--- config.mk ---
export PLATFORM = sky130hd
export DESIGN_NAME = pipeline_controller_flat
export DESIGN_NICKNAME = d
export VERILOG_FILES = /design/src/rtl/arm_pkg.sv /design/src/rtl/pipeline_controller_if.sv /design/src/rtl/pipeline_controller_hazard_detect.sv /design/src/rtl/pipeline_controller.sv /design/src/flat_wrapper.sv
export SDC_FILE = /design/constraint.sdc
export NUM_CORES = 1
export LEC_CHECK = 0
export BUFFER_PORTS_ARGS = -buffer_cell sky130_fd_sc_hd__buf_2
export CAP_MARGIN = 10
export CORE_UTILIZATION = 50
export CTS_CLUSTER_SIZE = 10
export DETAILED_ROUTE_END_ITERATION = 8
export PLACE_DENSITY = 0.88
export SYNTH_ARGS = -nofsm -noshare
export SYNTH_HDL_FRONTEND = slang
export SYNTH_SLANG_ARGS = --single-unit
--- constraint.sdc ---
create_clock -name clk -period 3.5 [get_ports clk]
set_clock_uncertainty 0.1 [all_clocks]
set_input_delay 1.05 -clock clk [delete_from_list [all_inputs] [get_ports clk]]
set_output_delay 1.05 -clock clk [all_outputs]
set_load 0.01 [all_outputs]
--- src/rtl/arm_pkg.sv ---
// Shared types and constants for the ARM pipeline control blocks.
package arm_pkg;

   typedef enum logic {
      RUN      = 1'b0,
      MEM_WAIT = 1'b1
   } pc_state_t;

   localparam logic [3:0] REG_PC       = 4'd15;
   localparam int         TIMEOUT_DFLT = 255;

endpackage

--- src/rtl/pipeline_controller_if.sv ---
// Pipeline-facing signal bundle of the stall/flush controller.
interface pipeline_controller_if #(
   parameter int CNT_W = 32
);
   logic             forward_en;
   logic [3:0]       src1;
   logic [3:0]       src2;
   logic             Two_src;
   logic [3:0]       exe_dest;
   logic             exe_wb_en;
   logic             exe_mem_r_en;
   logic [3:0]       mem_dest;
   logic             mem_wb_en;
   logic             branch_taken;
   logic             mem_req;
   logic             sram_ready;
   logic             hazard;
   logic             freeze_pipe;
   logic             flush_if_id;
   logic             flush_id_exe;
   logic             mem_error;
   logic [CNT_W-1:0] stall_cycles;
   logic [CNT_W-1:0] flush_count;

   modport master (
      output forward_en, src1, src2, Two_src, exe_dest, exe_wb_en, exe_mem_r_en,
             mem_dest, mem_wb_en, branch_taken, mem_req, sram_ready,
      input  hazard, freeze_pipe, flush_if_id, flush_id_exe, mem_error,
             stall_cycles, flush_count
   );

   modport slave (
      input  forward_en, src1, src2, Two_src, exe_dest, exe_wb_en, exe_mem_r_en,
             mem_dest, mem_wb_en, branch_taken, mem_req, sram_ready,
      output hazard, freeze_pipe, flush_if_id, flush_id_exe, mem_error,
             stall_cycles, flush_count
   );
endinterface

--- src/rtl/pipeline_controller_hazard_detect.sv ---
// RAW hazard detection of ID operands against the EXE and MEM destinations.
// Purely combinational; with forwarding only a load in EXE can stall.
module hazard_detect (
   input  logic       forward_en_i,
   input  logic [3:0] src1_i,
   input  logic [3:0] src2_i,
   input  logic       two_src_i,
   input  logic [3:0] exe_dest_i,
   input  logic       exe_wb_en_i,
   input  logic       exe_mem_r_en_i,
   input  logic [3:0] mem_dest_i,
   input  logic       mem_wb_en_i,
   output logic       raw_o
);
   logic m1, m2, m3, m4;

   assign m1 = (src1_i == exe_dest_i) & exe_wb_en_i;
   assign m2 = two_src_i & (src2_i == exe_dest_i) & exe_wb_en_i;
   assign m3 = (src1_i == mem_dest_i) & mem_wb_en_i;
   assign m4 = two_src_i & (src2_i == mem_dest_i) & mem_wb_en_i;

   assign raw_o = forward_en_i ? ((m1 | m2) & exe_mem_r_en_i) : (m1 | m2 | m3 | m4);
endmodule

--- src/rtl/pipeline_controller.sv ---
// Stall/flush scheduler: memory freeze beats branch flush beats data hazard.
// Controls are combinational same-cycle; memory waits are bounded by TIMEOUT.
module pipeline_controller
   import arm_pkg::*;
#(
   parameter int TIMEOUT = TIMEOUT_DFLT,
   parameter int CNT_W   = 32
) (
   input logic                   clk,
   input logic                   rst,
   pipeline_controller_if.slave  pc
);
   localparam logic [CNT_W-1:0] CNT_MAX = {CNT_W{1'b1}};
   localparam logic [CNT_W-1:0] CNT_ONE = {{(CNT_W-1){1'b0}}, 1'b1};
   localparam logic [7:0]       TO_CNT  = 8'(TIMEOUT);

   pc_state_t        state_q;
   logic [7:0]       wait_cnt_q;
   logic             mem_error_q;
   logic [CNT_W-1:0] stall_q, stall_d;
   logic [CNT_W-1:0] flush_q, flush_d;

   logic raw;
   logic timeout_hit;
   logic freeze_raw;
   logic freeze, flush, hazard;

   hazard_detect u_hazard_detect (
      .forward_en_i   (pc.forward_en),
      .src1_i         (pc.src1),
      .src2_i         (pc.src2),
      .two_src_i      (pc.Two_src),
      .exe_dest_i     (pc.exe_dest),
      .exe_wb_en_i    (pc.exe_wb_en),
      .exe_mem_r_en_i (pc.exe_mem_r_en),
      .mem_dest_i     (pc.mem_dest),
      .mem_wb_en_i    (pc.mem_wb_en),
      .raw_o          (raw)
   );

   // A ready SRAM always wins over the timeout in the same cycle.
   assign timeout_hit = (state_q == MEM_WAIT) & (wait_cnt_q == TO_CNT) & ~pc.sram_ready;
   assign freeze_raw  = pc.mem_req & ~pc.sram_ready & ~timeout_hit;

   assign freeze = ~rst & freeze_raw;
   assign flush  = ~rst & pc.branch_taken & ~freeze_raw;
   assign hazard = ~rst & raw & ~freeze_raw & ~pc.branch_taken;

   always_ff @(posedge clk) begin
      if (rst) begin
         state_q     <= RUN;
         wait_cnt_q  <= 8'd0;
         mem_error_q <= 1'b0;
      end else begin
         case (state_q)
            RUN: begin
               if (pc.mem_req & ~pc.sram_ready) begin
                  state_q    <= MEM_WAIT;
                  wait_cnt_q <= 8'd1;
               end else begin
                  wait_cnt_q <= 8'd0;
               end
            end
            MEM_WAIT: begin
               if (pc.sram_ready) begin
                  state_q    <= RUN;
                  wait_cnt_q <= 8'd0;
               end else if (timeout_hit) begin
                  state_q     <= RUN;
                  wait_cnt_q  <= 8'd0;
                  mem_error_q <= 1'b1;
               end else begin
                  wait_cnt_q <= wait_cnt_q + 8'd1;
               end
            end
            default: begin
               state_q    <= RUN;
               wait_cnt_q <= 8'd0;
            end
         endcase
      end
   end

   always_comb begin
      stall_d = stall_q;
      flush_d = flush_q;
      if ((freeze | hazard) && (stall_q != CNT_MAX)) stall_d = stall_q + CNT_ONE;
      if (flush && (flush_q != CNT_MAX))             flush_d = flush_q + CNT_ONE;
   end

   always_ff @(posedge clk) begin
      if (rst) begin
         stall_q <= '0;
         flush_q <= '0;
      end else begin
         stall_q <= stall_d;
         flush_q <= flush_d;
      end
   end

   assign pc.hazard       = hazard;
   assign pc.freeze_pipe  = freeze;
   assign pc.flush_if_id  = flush;
   assign pc.flush_id_exe = flush;
   assign pc.mem_error    = mem_error_q;
   assign pc.stall_cycles = stall_q;
   assign pc.flush_count  = flush_q;
endmodule

--- src/flat_wrapper.sv ---
// flat-port wrapper written by rule: the top's interface ports become plain ports
module pipeline_controller_flat import arm_pkg::*;
#(
   parameter int TIMEOUT = TIMEOUT_DFLT,
   parameter int CNT_W   = 32
)
  (clk, rst, pc_forward_en, pc_src1, pc_src2, pc_Two_src, pc_exe_dest, pc_exe_wb_en, pc_exe_mem_r_en, pc_mem_dest, pc_mem_wb_en, pc_branch_taken, pc_mem_req, pc_sram_ready, pc_hazard, pc_freeze_pipe, pc_flush_if_id, pc_flush_id_exe, pc_mem_error, pc_stall_cycles, pc_flush_count);
  pipeline_controller_if #(.CNT_W(CNT_W)) pc_i ();
  input logic clk;
  input logic rst;
  input wire logic [$bits(pc_i.forward_en)-1:0] pc_forward_en;
  input wire logic [$bits(pc_i.src1)-1:0] pc_src1;
  input wire logic [$bits(pc_i.src2)-1:0] pc_src2;
  input wire logic [$bits(pc_i.Two_src)-1:0] pc_Two_src;
  input wire logic [$bits(pc_i.exe_dest)-1:0] pc_exe_dest;
  input wire logic [$bits(pc_i.exe_wb_en)-1:0] pc_exe_wb_en;
  input wire logic [$bits(pc_i.exe_mem_r_en)-1:0] pc_exe_mem_r_en;
  input wire logic [$bits(pc_i.mem_dest)-1:0] pc_mem_dest;
  input wire logic [$bits(pc_i.mem_wb_en)-1:0] pc_mem_wb_en;
  input wire logic [$bits(pc_i.branch_taken)-1:0] pc_branch_taken;
  input wire logic [$bits(pc_i.mem_req)-1:0] pc_mem_req;
  input wire logic [$bits(pc_i.sram_ready)-1:0] pc_sram_ready;
  output wire logic [$bits(pc_i.hazard)-1:0] pc_hazard;
  output wire logic [$bits(pc_i.freeze_pipe)-1:0] pc_freeze_pipe;
  output wire logic [$bits(pc_i.flush_if_id)-1:0] pc_flush_if_id;
  output wire logic [$bits(pc_i.flush_id_exe)-1:0] pc_flush_id_exe;
  output wire logic [$bits(pc_i.mem_error)-1:0] pc_mem_error;
  output wire logic [$bits(pc_i.stall_cycles)-1:0] pc_stall_cycles;
  output wire logic [$bits(pc_i.flush_count)-1:0] pc_flush_count;
  assign pc_i.forward_en = pc_forward_en;
  assign pc_i.src1 = pc_src1;
  assign pc_i.src2 = pc_src2;
  assign pc_i.Two_src = pc_Two_src;
  assign pc_i.exe_dest = pc_exe_dest;
  assign pc_i.exe_wb_en = pc_exe_wb_en;
  assign pc_i.exe_mem_r_en = pc_exe_mem_r_en;
  assign pc_i.mem_dest = pc_mem_dest;
  assign pc_i.mem_wb_en = pc_mem_wb_en;
  assign pc_i.branch_taken = pc_branch_taken;
  assign pc_i.mem_req = pc_mem_req;
  assign pc_i.sram_ready = pc_sram_ready;
  assign pc_hazard = pc_i.hazard;
  assign pc_freeze_pipe = pc_i.freeze_pipe;
  assign pc_flush_if_id = pc_i.flush_if_id;
  assign pc_flush_id_exe = pc_i.flush_id_exe;
  assign pc_mem_error = pc_i.mem_error;
  assign pc_stall_cycles = pc_i.stall_cycles;
  assign pc_flush_count = pc_i.flush_count;
  pipeline_controller #(.TIMEOUT(TIMEOUT), .CNT_W(CNT_W)) u_core (.clk(clk), .rst(rst), .pc(pc_i));
endmodule
== Yosys cells after proc, flatten, opt, wreduce, memory -nomap -nowiden ==
Cells that the tools add are included.

* Bits in registers: 74
* Bits of input ports: 26
* Output and inout bits: 69
* Word-level logic and storage cells: 54

* $add $sub $neg: 3
* Equal/unequal tests: 7
* Muxes and demuxes: 9
* Bitwise logic cells: 27
* Reduce and logical (&&, ||, !) cells: 3

{| class="wikitable"
|+ Operators by type and width
! cell !! count
|-
| adder 32 x 1 -> 32 bit (second input constant) || 2
|-
| inequality test 32 bit (second input constant) || 2
|-
| bitwise AND 1 bit || 17
|-
| equality test 4 bit || 4
|-
| 2-to-1 mux 8 bit || 2
|-
| one-hot mux 8 bit (2 select lines) || 1
|-
| adder 8 x 1 -> 8 bit (second input constant) || 1
|-
| equality test 8 bit (second input constant) || 1
|-
| inverter 1 bit || 6
|-
| 2-to-1 mux 1 bit || 5
|-
| OR 1 bit || 4
|-
| AND reduction 3 bit || 1
|-
| logical AND 1 bit || 2
|-
| one-hot mux 1 bit (2 select lines) || 1
|}

== Logic depth before layout (Yosys ltp) ==
Gate-level depths: netlist (run 1).

* Word-level depth: 12
* Mapped depth: 11
* Mapped depth without buffers: 9

== Modules after synthesis ==
A second synthesis (run 1) with hierarchy kept.

* Cells, all modules: 503
* Area, all modules: 4341.7 um^2

{| class="wikitable"
|+ By module, submodules not included
! module !! times used !! cells an instance !! area each (um^2) !! sequential area each (um^2)
|-
| pipeline_controller || 1 || 476 || 4137.7 || 1481.4
|-
| hazard_detect || 1 || 27 || 203.9 || 0.0
|}

== Worst setup path after synthesis (run 1) ==
No wires, ideal clock.

* Path kind: input to output
* From: in pc_mem_dest[0]
* To: out pc_hazard
* Arrival time: 1946 ps
* Data required time: 2350 ps
* Slack: 404 ps
* Stages on the path: 6
* Buffers on the path: 0
* Cell sequence: xor2_1 nor3_1 nand3_1 o21ai_0 o311ai_4 inv_1

* Word-level cells in the longest chain between the ends: 8
* Elaborated cells between the ends (all ways): 11
* Classes of those cells: 2 x eq/ne; 1 x mux; 8 x bitwise

{| class="wikitable"
|+ Ends and longest elaborated chain
! item !! line !! source
|-
| from (decl) || flat_wrapper.sv:18 || <nowiki>input wire logic [$bits(pc_i.mem_dest)-1:0] pc_mem_dest;</nowiki>
|-
| equality test 4 bit, on equally long branches || pipeline_controller_hazard_detect.sv:19, pipeline_controller_hazard_detect.sv:20 ||
|-
| bitwise AND 1 bit, on equally long branches || pipeline_controller_hazard_detect.sv:19, pipeline_controller_hazard_detect.sv:20 ||
|-
| OR 1 bit / bitwise AND 1 bit (equally long branches) || pipeline_controller_hazard_detect.sv:22, pipeline_controller_hazard_detect.sv:20 ||
|-
| OR 1 bit * || pipeline_controller_hazard_detect.sv:22 || <nowiki>assign raw_o = forward_en_i ? ((m1 | m2) & exe_mem_r_en_i) : (m1 | m2 | m3 | m4);</nowiki>
|-
| 2-to-1 mux 1 bit * || pipeline_controller_hazard_detect.sv:22 ||
|-
| bitwise AND 1 bit * (3 in series) || pipeline_controller.sv:47 || <nowiki>assign hazard = ~rst & raw & ~freeze_raw & ~pc.branch_taken;</nowiki>
|-
| to (decl) || flat_wrapper.sv:23 || <nowiki>output wire logic [$bits(pc_i.hazard)-1:0] pc_hazard;</nowiki>
|}

Mark *: on every way between the ends. The rest lies on a longest branch, timed or not.

== Worst setup path in the final report (run 1) ==
* From: reg u_core.wait_cnt_q[0]
* To: out pc_flush_id_exe

* Word-level cells in the longest chain between the ends: 7

{| class="wikitable"
|+ Ends and longest elaborated chain
! item !! line !! source
|-
| from (decl) || pipeline_controller.sv:18 || <nowiki>logic [7:0] wait_cnt_q;</nowiki>
|-
| from (signal assigned) || pipeline_controller.sv:73 || <nowiki>wait_cnt_q <= wait_cnt_q + 8'd1;</nowiki>
|-
| equality test 8 bit || pipeline_controller.sv:42 || <nowiki>assign timeout_hit = (state_q == MEM_WAIT) & (wait_cnt_q == TO_CNT) & ~pc.sram_ready;</nowiki>
|-
| bitwise AND 1 bit (2 in series) || pipeline_controller.sv:42 ||
|-
| inverter 1 bit || pipeline_controller.sv:43 || <nowiki>assign freeze_raw = pc.mem_req & ~pc.sram_ready & ~timeout_hit;</nowiki>
|-
| bitwise AND 1 bit || pipeline_controller.sv:43 ||
|-
| inverter 1 bit || pipeline_controller.sv:46 || <nowiki>assign flush = ~rst & pc.branch_taken & ~freeze_raw;</nowiki>
|-
| bitwise AND 1 bit || pipeline_controller.sv:46 ||
|-
| to (decl) || flat_wrapper.sv:26 || <nowiki>output wire logic [$bits(pc_i.flush_id_exe)-1:0] pc_flush_id_exe;</nowiki>
|}

Every way passes these cells.

==> out/qor.csv, run 1 <==
stage;metric;value;unit
clocking;Post-CTS Resized;0;
detailed_routing;final WL;8480;µm
timing;Peak Freq;300;MHz
outcome;status;complete, no violations;
floorplan;die area;7720;µm²
worst_setup_path;Worst setup EP type;output port;
worst_setup_path;CP Data Required Time;2350;ps
worst_setup_path;Setup CP Type;reg -> out;
synthesis;cell with the most instances after synthesis;dfxtp_1;
clocking;CTS root buffer;clkbuf_8;
clocking;CTS Buf Count;9;
synthesis;top-area cell type share of the netlist area;0.402;
place;Setup WS pre-CTS;134;ps
job;max-cap violations;0;
timing;post-route minimum period;3330;ps
synthesis;Yosys reg bits;74;
clocking;Longest Clk Path Bufs;2;
place;RD Place Congestion;0.796;
synthesis;YS warnings;0;
floorplan;Die Y-Extent;87.9;µm
layout;share of cells above drive strength 1;0.232;
timing;actual slew at the worst max-slew pin;591;ps
clocking;H-tree depth;3;
timing;Final Max Tran Viols;0;
worst_setup_path;crit path launch type;flip-flop;
synthesis;Yosys top cell by area;dfxtp_1;
grt;grt ovf;0;
worst_setup_path;Reg-to-Reg Start;u_core.wait_cnt_q[0];
worst_setup_path;critical path peak fanout;7;
synthesis;Synth top cells by count;dfxtp_1, nor2_1, a21oi_1;
worst_setup_path;r2r setup slk;560;ps
grt;first-pass GRT wire length;13800;µm
detailed_routing;ANT nets after route;0;
synthesis;cell count after synthesis;445;
grt;overall routing resource usage;0.226;
timing;RSZ-0062 raised after global routing;no;
synthesis;post-synthesis cell type count;46;
power_and_ir_drop;sequential fraction of design power;0.502;
detailed_routing;DRC;0;
clocking;Worst-path clk slew;80;ps
hold_path;hold endpoint;u_core.pc.mem_error;
floorplan;Die Width;87.9;µm
layout;Layout area overhead;20.9;%
power_and_ir_drop;Switching Power;0.000372;W
layout;Ant. Diodes;0;
hold_path;hold crit path type;reg -> reg;
clocking;CTS tree;built;
synthesis;synth top area cells;dfxtp_1, xor2_1, nor2_1, xnor2_1, a21oi_1;
detailed_routing;Iter 0 DRT Violations;151;
layout;# fillers;578;
floorplan;core area;6940;µm²
synthesis;Post-Syn Nets;474;
worst_setup_path;reg-to-reg endpoint;u_core.pc.stall_cycles[23];
synthesis;Async SR Flop Fraction;0;
place;Placement Cell Area;4230;µm²
synthesis;ys flop type;dfxtp_1;
synthesis;register area share after synthesis;0.402;
power_and_ir_drop;Logic pwr share;0.050;
floorplan;row cnt;30;
power_and_ir_drop;Pint;0.00132;W
grt;pin count of the biggest net entering global routing;60;
power_and_ir_drop;Peak VDD IR;0.229;mV
place;I/O Buffers;94;
layout;Non-Filler Instances;639;
power_and_ir_drop;Clk pwr share;0.448;
synthesis;Post-synth EDFFs;0;
detailed_routing;Pre-Repair DR Iteration Count;4;
layout;fin nets;567;
clocking;Setup Buffers After CTS;0;
floorplan;I/O pin count;95;
detailed_routing;vias per cell;5.50;
timing;Slew headroom;0.606;
detailed_routing;overall via count from detail_route;3512;
clocking;Clock Sinks;74;
hold_path;hold depth;2;
floorplan;Initial Util;0.531;
place;dpl cells;623;
clocking;hold buffer count at cts;0;
detailed_routing;routed len/inst;13.3;µm
layout;post-route cell area;4460;µm²
power_and_ir_drop;PD cells;380;nW/µm²
timing;setup TNS;0;ps
power_and_ir_drop;Switching Share;0.220;
timing;final worst slack;168;ps
place;Post-DP HPWL;6100;µm
hold_path;worst hold start;u_core.pc.mem_error;
worst_setup_path;Arr. time, crit path;2180;ps
timing;Final Hold Vio Count;0;
synthesis;Synth Cell Area;3690;µm²
timing;worst hold margin;371;ps
synthesis;Post-Syn Area per Cell;8.29;µm²
grt;initial antenna violation count;0;
power_and_ir_drop;leak pwr;1.79;nW
worst_setup_path;worst-case reg-to-reg path depth;9;
timing;Tcrit/Tclk final;0.952;
timing;final setup vio count;0;
clocking;Clock Latency Late Sink;350;ps
grt;number of global-route vias before repair;3182;
==> cell families (layout without fill, tap and decap cells) <==
| logic type | after synthesis | after routing | synth area share |
|---|---|---|---|
| AND/OR/NAND/NOR | 203 | 203 | 0.283 |
| AO/OA/AOI/OAI | 79 | 79 | 0.137 |
| flip-flops | 74 | 74 | 0.402 |
| XOR/XNOR | 47 | 47 | 0.112 |
| buffers and inverters | 32 | 130 | 0.0366 |
| multiplexers | 7 | 7 | 0.0197 |
| adder cells (fa/ha/maj) | 3 | 3 | 0.0102 |
==> through the flow <==
| stage | power (W) | utilization |
|---|---|---|
| 2_1_floorplan | 0.000920 | - |
| 3_3_place_gp | 0.000950 | 0.609 |
| 3_5_place_dp | 0.000954 | 0.609 |
| 4_1_cts | 0.00171 | 0.642 |
| 5_1_grt | 0.00175 | 0.642 |
| 6_report | 0.00169 | 0.642 |
==> sequential cells by signal, summed over array words and instances (netlist names) <==
| register | cells |
|---|---|
| u_core.pc.flush_count | 32 |
| u_core.pc.mem_error | 1 |
| u_core.pc.stall_cycles | 32 |
| u_core.state_q | 1 |
| u_core.wait_cnt_q | 8 |
==> worst max-delay path by stage <==
stage,startpoint,depth (start not counted),end
6_report,u_core.wait_cnt_q[0],5,pc_flush_id_exe
5_1_grt,pc_src2[2],7,pc_hazard
4_1_cts,u_core.wait_cnt_q[0],5,pc_flush_if_id
3_5_place_dp,pc_src2[2],9,u_core.pc.stall_cycles[23]
3_3_place_gp,pc_src2[2],9,u_core.pc.stall_cycles[29]
2_1_floorplan,pc_mem_dest[0],6,pc_hazard
==> power by group through the flow <==
stage               clock (W)  sequential [W]  combinational [W]
global placement            0        0.000869          0.0000813
floorplan                   0        0.000869          0.0000504
detailed placement          0        0.000869          0.0000845
global route         0.000810        0.000850          0.0000926
CTS                  0.000775        0.000849          0.0000850
finish               0.000759        0.000850          0.0000844
==> critical path, stage by stage, from the launching register on <==
cell and delay, ps:
dfxtp_1 390, ha_1 240, inv_1 70, or3_1 530
a211oi_4 410, buf_2 200
==> cell type report <==
class / instances / area [µm²] / share of cell area
clock buffers: 12 / 155 / 0.0348
clock inverters: 4 / 73.8 / 0.0166
inverters: 17 / 63.8 / 0.0143
multi-input cells: 339 / 2070 / 0.464
flip-flops and latches: 74 / 1480 / 0.332
well taps: 96 / 120 / 0.0269
repair buffers: 97 / 493 / 0.111
==> metal layers <==
metal / track usage / up-vias / part of all wire
met5: 0 / - / 0
met4: 0.0939 / 0 / 0.015
met3: 0.0509 / 12 / 0.050
met2: 0.405 / 105 / 0.50
met1: 0.259 / 1652 / 0.43
li1: - / 1743 / -
==> cells in the final DEF, fill, tap and decap left out, types with 21 or more instances in the layout <==
master / netlist / routed
nand3_1: 29 / 29
xor2_1: 26 / 26
nor2_1: 51 / 51
a21oi_1: 33 / 33
nand2_1: 30 / 30
or3_1: 26 / 26
buf_2: 3 / 94
dfxtp_1: 74 / 74
xnor2_1: 21 / 21
o21ai_0: 26 / 26
Note: power is estimated with default switching activity, not from simulation.
==> run 2: changes to the inputs <==
Settings changed: SETUP_SLACK_MARGIN set to 0.5.
==> run 2 against run 1 <==
Setup slack improved by 130 ps. Count of clock-buffer cells in the layout fell by 2. Via count rose by 1.6%. Maximum frequency rose by 3.9%. Die area did not move. Clock power fell by 3.2%. Global-route usage rose by 1.1 points. Final cell count rose by 0.78%. Combinational power rose by 34%. Non-clock buffer count rose by 6.
==> out/qor.csv, run 2 (same netlist as run 1, synthesis figures left out) <==
stage;metric;value;unit;change
outcome;status;complete, no violations;;
worst_setup_path;crit-path cells;buf_6 -> xnor2_2 -> nand4_1 -> nor3_2 -> o311ai_4 -> inv_2 -> buf_6;;
hold_path;hold crit path type;reg -> reg;;
floorplan;Initial Util;0.531;;unchanged
timing;RSZ-0062 raised after global routing;yes;;
grt;first-pass GRT wire length;14200;µm;+3.2%
place;I/O Buffers;94;;unchanged
layout;commonest non-fill, non-tap cell in the layout;buf_2;;
power_and_ir_drop;Peak VDD IR;0.249;mV;+8.7%
place;Post-DP HPWL;6240;µm;+2.2%
power_and_ir_drop;sequential fraction of design power;0.500;;-0.002
worst_setup_path;Crit-path slowest cell;nor3_2;;
clocking;Worst-path clk slew;70;ps;about the same
layout;Layout area overhead;27.7;%;
worst_setup_path;reg-to-reg endpoint;u_core.pc.stall_cycles[23];;
timing;Peak Freq;312;MHz;+3.9%
timing;Final Max Tran Viols;0;;unchanged
layout;Ant. Diodes;0;;unchanged
grt;grt ovf;0;;unchanged
timing;Slew headroom;0.604;;-0.00231
layout;fin nets;573;;+1.1%
timing;final setup vio count;0;;unchanged
power_and_ir_drop;Pint;0.00131;W;-0.83%
worst_setup_path;Reg-to-Reg Start;u_core.wait_cnt_q[4];;
detailed_routing;routed len/inst;14.4;µm;+8.1%
clocking;CTS root buffer;clkbuf_8;;
worst_setup_path;CP Data Required Time;2350;ps;about the same
floorplan;Die Width;87.9;µm;unchanged
floorplan;core area;6940;µm²;unchanged
clocking;Longest Clk Path Bufs;2;;unchanged
worst_setup_path;Setup CP Type;in -> out;;
job;max-cap violations;0;;unchanged
clocking;Clock Sinks;74;;unchanged
timing;Final Hold Vio Count;0;;unchanged
power_and_ir_drop;PD cells;360;nW/µm²;-5.1%
timing;setup TNS;0;ps;unchanged
worst_setup_path;CP max stage delay;290;ps;-240 ps
timing;Tcrit/Tclk final;0.916;;-0.0359
hold_path;hold depth;2;;unchanged
grt;pin count of the biggest net entering global routing;60;;unchanged
power_and_ir_drop;Switching Power;0.000387;W;+4.1%
detailed_routing;vias per cell;5.54;;+0.83%
floorplan;die area;7720;µm²;unchanged
worst_setup_path;Arr. time, crit path;2060;ps;-120 ps
worst_setup_path;CP most frequent cell;buf_6;;
detailed_routing;overall via count from detail_route;3569;;+1.6%
clocking;Clock Latency Late Sink;360;ps;about the same
layout;final core occ;0.678;;+0.0360
grt;number of global-route vias before repair;3209;;+0.85%
clocking;hold buffer count at cts;0;;unchanged
worst_setup_path;r2r setup slk;780;ps;+220 ps
detailed_routing;DRC;0;;unchanged
floorplan;Die Y-Extent;87.9;µm;unchanged
clocking;CTS Buf Count;9;;unchanged
grt;initial antenna violation count;0;;unchanged
power_and_ir_drop;Switching Share;0.228;;+0.00848
detailed_routing;Iter 0 DRT Violations;175;;+16%
worst_setup_path;worst-case reg-to-reg path depth;8;;-1
worst_setup_path;critical path peak fanout;2;;-5
place;RD Place Congestion;0.833;;+4.6%
floorplan;I/O pin count;95;;unchanged
power_and_ir_drop;Clk pwr share;0.433;;-0.015
clocking;H-tree depth;3;;unchanged
layout;commonest cells after routing, fill and taps aside;buf_2, dfxtp_1, nor2_1;;
hold_path;worst hold start;u_core.pc.mem_error;;
detailed_routing;final WL;9240;µm;+9.0%
clocking;CTS tree;built;;
detailed_routing;ANT nets after route;0;;unchanged
layout;# fillers;553;;-4.3%
power_and_ir_drop;Logic pwr share;0.067;;+0.017
floorplan;row cnt;30;;unchanged
worst_setup_path;Worst setup EP type;output port;;
timing;actual slew at the worst max-slew pin;594;ps;+3.47 ps
worst_setup_path;crit path launch type;primary input;;
hold_path;hold endpoint;u_core.pc.mem_error;;
timing;post-route minimum period;3210;ps;-126 ps
detailed_routing;Pre-Repair DR Iteration Count;5;;+1
grt;overall routing resource usage;0.237;;+0.0110
layout;share of cells above drive strength 1;0.290;;+0.0581
power_and_ir_drop;leak pwr;1.88;nW;+5.1%
[run 2: worst max path at each step]
stage,startpoint,end,slack (ps),depth (start not counted)
finish,pc_src2[2],pc_hazard,290,7
floorplan,pc_mem_dest[0],pc_hazard,500,6
CTS,pc_mem_dest[3],pc_hazard,360,8
global route,pc_src2[2],pc_hazard,280,7
global placement,pc_src1[0],pc_hazard,210,8
detailed placement,pc_src1[3],pc_hazard,160,8
[run 2: metal layers]
metal,vias to the layer above,global-route usage,routed length (µm)
li1,1763,-,-
met1,1666,0.276,3890
met2,121,0.419,4640
met3,19,0.0415,470
met4,0,0.119,244
met5,-,0,0
[run 2: what timing repair did]
action / in CTS / in global routing
pin swaps: 14 / 9
setup buffers: 3 / 4
gates resized for setup: 35 / 13
endpoints found under the setup margin: 4 / 6
[run 2: cell type report]
type / instances / area, µm² / share of cell area
inverter: 17 / 63.8 / 0.0136
tap: 96 / 120 / 0.0255
clock buffer: 10 / 138 / 0.0292
sequential: 74 / 1500 / 0.318
multi-input combinational: 339 / 2210 / 0.469
timing repair buffer: 103 / 604 / 0.128
clock inverter: 5 / 78.8 / 0.0167
[run 2: critical path: cells and delay by family]
| family | cells | cell delay [ps] |
|---|---|---|
| buffers and inverters | 3 | 280 |
| xor gates and xnor gates | 1 | 160 |
| AOI/OAI and AO/OA | 1 | 150 |
| and+or+nand+nor | 2 | 410 |
[run 2: per-stage QoR]
| stage | hold slack, ps | instance area [µm²] | instances | total power, W | setup WS (ps) |
|---|---|---|---|---|---|
| after floorplan | 380 | 3690 | 445 | 0.000921 | 505 |
| after global placement | 349 | 4230 | 622 | 0.000951 | 207 |
| after detailed placement | 365 | 4230 | 622 | 0.000955 | 161 |
| after CTS | 383 | 4610 | 640 | 0.00169 | 357 |
| after global routing | 416 | 4710 | 644 | 0.00175 | 279 |
| final | 373 | 4710 | 644 | 0.00170 | 294 |
[run 2: power groups by stage]
stage	logic [W]	registers, W	clock network, W
finish	0.000113	0.000848	0.000735
global route	0.000122	0.000849	0.000779
CTS	0.000102	0.000848	0.000743
detailed placement	0.0000862	0.000869	0
global placement	0.0000823	0.000869	0
floorplan	0.0000511	0.000869	0
